**config.mk**
```make
export PLATFORM = sky130hd
export DESIGN_NAME = acc_seq_ctrl
export DESIGN_NICKNAME = d
export VERILOG_FILES = /design/src/rtl/acc_seq_ctrl.sv
export SDC_FILE = /design/constraint.sdc
export NUM_CORES = 1
export LEC_CHECK = 0
export ABC_AREA = 1
export BUFFER_PORTS_ARGS = -buffer_cell sky130_fd_sc_hd__buf_2
export CAP_MARGIN = 10
export CELL_PAD_IN_SITES_DETAIL_PLACEMENT = 2
export CELL_PAD_IN_SITES_GLOBAL_PLACEMENT = 2
export CORE_AREA = 3 3 71 73
export CTS_CLUSTER_SIZE = 8
export DETAILED_ROUTE_END_ITERATION = 7
export DIE_AREA = 0 0 74 76
export GPL_ROUTABILITY_DRIVEN = 0
export PLACE_DENSITY = 0.77
export SKIP_CTS_REPAIR_TIMING = 1
export SLEW_MARGIN = 10
export SYNTH_ARGS = -nofsm -noshare
export SYNTH_HDL_FRONTEND = slang
export SYNTH_SLANG_ARGS = --single-unit
```
**constraint.sdc**
```tcl
create_clock -name clk -period 2.66 [get_ports clk]
set_input_delay 0.133 -clock clk [delete_from_list [all_inputs] [get_ports clk]]
set_output_delay 0.133 -clock clk [all_outputs]
set_load 0.02 [all_outputs]
```
**src/rtl/acc_seq_ctrl.sv**
```systemverilog
// Multi-operand accumulator wrapped around an external combinational N-bit adder.
// Optional signed overflow flag (out_ovf) is compiled in with `define SIGNED_OVF_EN.
module acc_seq_ctrl #(
   parameter int N     = 8,
   parameter int CNT_W = 4
) (
   input  logic             clk,
   input  logic             rst,
   input  logic             start,
   input  logic [CNT_W-1:0] len,
   input  logic             in_valid,
   input  logic [N-1:0]     in_data,
   output logic             in_ready,
   output logic [N-1:0]     add_a,
   output logic [N-1:0]     add_b,
   input  logic [N-1:0]     add_s,
   input  logic             add_cout,
   output logic             out_valid,
   output logic [N-1:0]     out_sum,
   output logic             out_carry,
   input  logic             out_ready,
   output logic             busy
`ifdef SIGNED_OVF_EN
   ,
   output logic             out_ovf
`endif
);

   typedef enum logic [1:0] {
      IDLE = 2'd0,
      LOAD = 2'd1,
      ADD  = 2'd2,
      DONE = 2'd3
   } state_t;

   state_t           state;
   state_t           state_n;
   logic [N-1:0]     acc;
   logic [N-1:0]     opnd;
   logic [CNT_W-1:0] remaining;
   logic             carry_flag;

   always_ff @(posedge clk) begin
      if (rst) state <= IDLE;
      else     state <= state_n;
   end

   always_comb begin
      state_n = state;
      case (state)
         IDLE: if (start)    state_n = (len == '0) ? DONE : LOAD;
         LOAD: if (in_valid) state_n = ADD;
         ADD:  state_n = (remaining == CNT_W'(1)) ? DONE : LOAD;
         DONE: if (out_ready) state_n = IDLE;
         default: state_n = IDLE;
      endcase
   end

   // The adder output is only sampled in ADD, a full cycle after opnd settles.
   always_ff @(posedge clk) begin
      if (rst) begin
         acc        <= '0;
         opnd       <= '0;
         remaining  <= '0;
         carry_flag <= 1'b0;
      end else begin
         case (state)
            IDLE: if (start) begin
               acc        <= '0;
               carry_flag <= 1'b0;
               remaining  <= len;
            end
            LOAD: if (in_valid) opnd <= in_data;
            ADD: begin
               acc        <= add_s;
               carry_flag <= carry_flag | add_cout;
               remaining  <= remaining - CNT_W'(1);
            end
            default: ;
         endcase
      end
   end

`ifdef SIGNED_OVF_EN
   logic ovf_flag;

   always_ff @(posedge clk) begin
      if (rst)
         ovf_flag <= 1'b0;
      else if (state == IDLE && start)
         ovf_flag <= 1'b0;
      else if (state == ADD && add_a[N-1] == add_b[N-1] && add_s[N-1] != add_a[N-1])
         ovf_flag <= 1'b1;
   end

   assign out_ovf = ovf_flag;
`endif

   assign in_ready  = (state == LOAD);
   assign out_valid = (state == DONE);
   assign busy      = (state != IDLE);
   assign add_a     = acc;
   assign add_b     = opnd;
   assign out_sum   = acc;
   assign out_carry = carry_flag;

endmodule

```
==> results.toml <==
[outcome]
status = "complete, no violations"

[final_layout]
final_cell_count_no_fill = 242
layout-drive-gt1-share_pct = 32.6
filler_cell_count = 551
fin_nets = 219
diodes = 0
area_delta_synth_final_pct = 26.2

[global_routing]
grt_max_degree = 20
grt_pass1_wl_um = 5180
grt.total_usage_pct = 11.6
grt_pass1_vias = 1048
grt_antenna_before_repair = 0
grt_overflow_total = 0

[worst_hold_path]
worstHoldStart = "add_s[0]"
min_path_type = "in2reg"
holdPathStages = 3
hold-path-endpoint = "add_a[0]$_SDFFE_PP0P_"

[worst_setup_path]
critPathKind = "reg2out"
crit_buf_inv = 2
critPathRequiredTime_ns = 2.53
reg2reg_to = "state[1]$_SDFFE_PP0P_"
worstSetupEndpointType = "output pin"
cp_max_fo = 11
cp-start-kind = "register"
max_stage_delay_ns = 0.42
rrSetupSlack_ns = 1.23
reg2reg_depth = 7
arrival_ns = 1.43
r2r_start = "state[0]$_SDFFE_PP0P_"
cp_top_family = "flip-flops"
slowest_stage = "dfxtp_1"
crit_chain = "inv_1 -> nor2_2 -> buf_2"

[yosys]
yosysSeqAreaShare_pct = 43.3
syn-cell-area_mm2 = 0.00106
ys_types = 21
ys_ff_latch = 23
syn_area_per_cell_um2 = 7.23
synth_warnings = 0
synth_nets = 175
netlist_instances = 147

[timing]
max_freq_ghz = 0.639
finalSetupTns_ns = 0
tightest_slew_ns = 0.559
rsz0062_at_grt = "no"
slew_headroom_pct = 62.7
min_period_ns = 1.57
setup_viol = 0
finalHoldViolCount = 0
finClkSkew_ns = 0.00415
slew_viol_final = 0
fin_crit_sh_pct = 58.8

[drt]
ant_nets = 0
route.met3.wl_um = 190
m1WireLength_um = 1410
drc = 0
wl_per_cell_um = 13.5
wirelength_um = 3260
drt_iter0_markers = 24
vias = 1091
route.top_layer_used = "met4"
met2WireLength_um = 1600
dr.pass1.iters = 2
via_per_inst = 4.51

[floorplanning]
die_y_um = 76
ios = 54
die_area_mm2 = 0.00562
start_util_pct = 24.1
core_area_mm2 = 0.00441
num_rows = 24
fp.dieW_um = 74

[pwr]
p_int_w = 0.000522
clockPowerShare_pct = 29.7
peakVddDrop_v = 0.000173
p_seq_share_pct = 50.0
power_density_mw_per_mm2 = 563
p_comb_share_pct = 20.3
switchingPower_w = 0.000234
p_leak_nw = 0.656
p_sw_share_pct = 31.0

[clock_tree]
clkSinkCount = 23
htreeDepth = 1
cts_tree = "built"
clk_latency_ns = 0.27
clk_pin_slew_worst_paths_ns = 0.09
numCtsBuffers = 3
cts-root-buf = "clkbuf_8"
cts_max_path_buffers = 2

[place]
hpwl_um = 2600
place_inst = 238
io_buffers = 53

[job]
maxCapViolCount = 0
layout make-up:
cell class / count / area, um^2 / area share [%]
clock buffers: 3 / 41.3 / 3.08
clock inverters: 1 / 5.00 / 0.373
inverters: 14 / 52.6 / 3.91
multi-input cells: 96 / 453 / 33.7
flip-flops and latches: 23 / 460 / 34.3
well taps: 52 / 65.1 / 4.85
repair buffers: 53 / 265 / 19.8
flip-flops by register name, indices dropped and copies added, names as in the netlist:
signal     flops
add_a          8
add_b          8
remaining      4
state          2
out_carry      1
Yosys cell counts:
master / instances / area (um^2)
o22ai_1: 1 / 6.26
inv_2: 1 / 3.75
nand2_2: 1 / 6.26
nand4_1: 2 / 12.5
nand2_1: 36 / 135
buf_6: 1 / 11.3
a21oi_1: 20 / 100
o21ai_1: 2 / 10.0
nor2_1: 12 / 45.0
dfxtp_1: 23 / 460
ha_1: 2 / 25.0
inv_1: 13 / 48.8
or2_1: 1 / 6.26
buf_4: 10 / 75.1
buf_1: 1 / 3.75
nand3_1: 12 / 60.1
nor2_4: 1 / 11.3
o21ai_0: 4 / 20.0
nor2_2: 1 / 6.26
clkbuf_1: 2 / 7.51
o21ai_2: 1 / 8.76
layer usage:
| metal | track usage [%] | vias up |
|---|---|---|
| li1 | - | 548 |
| met1 | 15.0 | 504 |
| met2 | 19.1 | 35 |
| met3 | 1.58 | 4 |
| met4 | 4.89 | 0 |
| met5 | 0 | - |
tightest hold or removal path, cell delays in order:
cell and delay (ns):
buf_2 0.09, nand2_1 0.05, a21oi_1 0.05
worst max path at each step:
stage,cells past startpoint,end,from,slack (ns)
after floorplan,6,add_b[0]$_SDFFE_PP0P_,state[0]$_SDFFE_PP0P_,1.54
after global placement,7,state[1]$_SDFFE_PP0P_,state[0]$_SDFFE_PP0P_,1.25
after detailed placement,7,state[1]$_SDFFE_PP0P_,state[0]$_SDFFE_PP0P_,1.23
after CTS,3,in_ready,state[0]$_SDFFE_PP0P_,1.08
after global routing,3,in_ready,state[0]$_SDFFE_PP0P_,0.96
final,3,in_ready,state[0]$_SDFFE_PP0P_,1.09
kinds of logic (layout without fill, tap and decap cells):
family	count (synthesis)	after routing	synth area share (%)
AND/OR/NAND/NOR	66	66	26.6
AO/OA/AOI/OAI	28	28	13.6
buffers and inverters	28	71	14.1
flip-flops	23	23	43.3
adder cells (fa/ha/maj)	2	2	2.35
power by group through the flow:
stage,sequential (W),clock (W),combinational (W)
after floorplan,0.000396,0,0.0000971
after global placement,0.000386,0,0.000153
after detailed placement,0.000387,0,0.000156
after CTS,0.000379,0.000233,0.000158
after global routing,0.000383,0.000252,0.000176
final,0.000378,0.000224,0.000154
metrics by stage:
| step | total power (W) | setup slack (ns) | instance area (um^2) | util [%] | hold WS (ns) |
|---|---|---|---|---|---|
| detailed placement | 0.000543 | 1.23 | 1300 | 29.4 | 0.394 |
| CTS | 0.000770 | 1.08 | 1340 | 30.4 | 0.101 |
| global placement | 0.000540 | 1.25 | 1300 | 29.4 | 0.393 |
| finish | 0.000756 | 1.09 | 1340 | 30.4 | 0.107 |
| global route | 0.000810 | 0.965 | 1340 | 30.4 | 0.115 |
| floorplan | 0.000493 | 1.54 | 1060 | - | 0.280 |
layout by cell type, fill, tap and decap left out, drive strengths merged:
master  instances
nor2           14
o22ai           1
o21ai           7
dfxtp          23
a21oi          20
clkinv          1
nand4           2
nand2          37
buf            53
clkbuf          3
or2             1
nand3          12
inv            14
ha              2
Note: power is estimated with default switching activity, not from simulation.
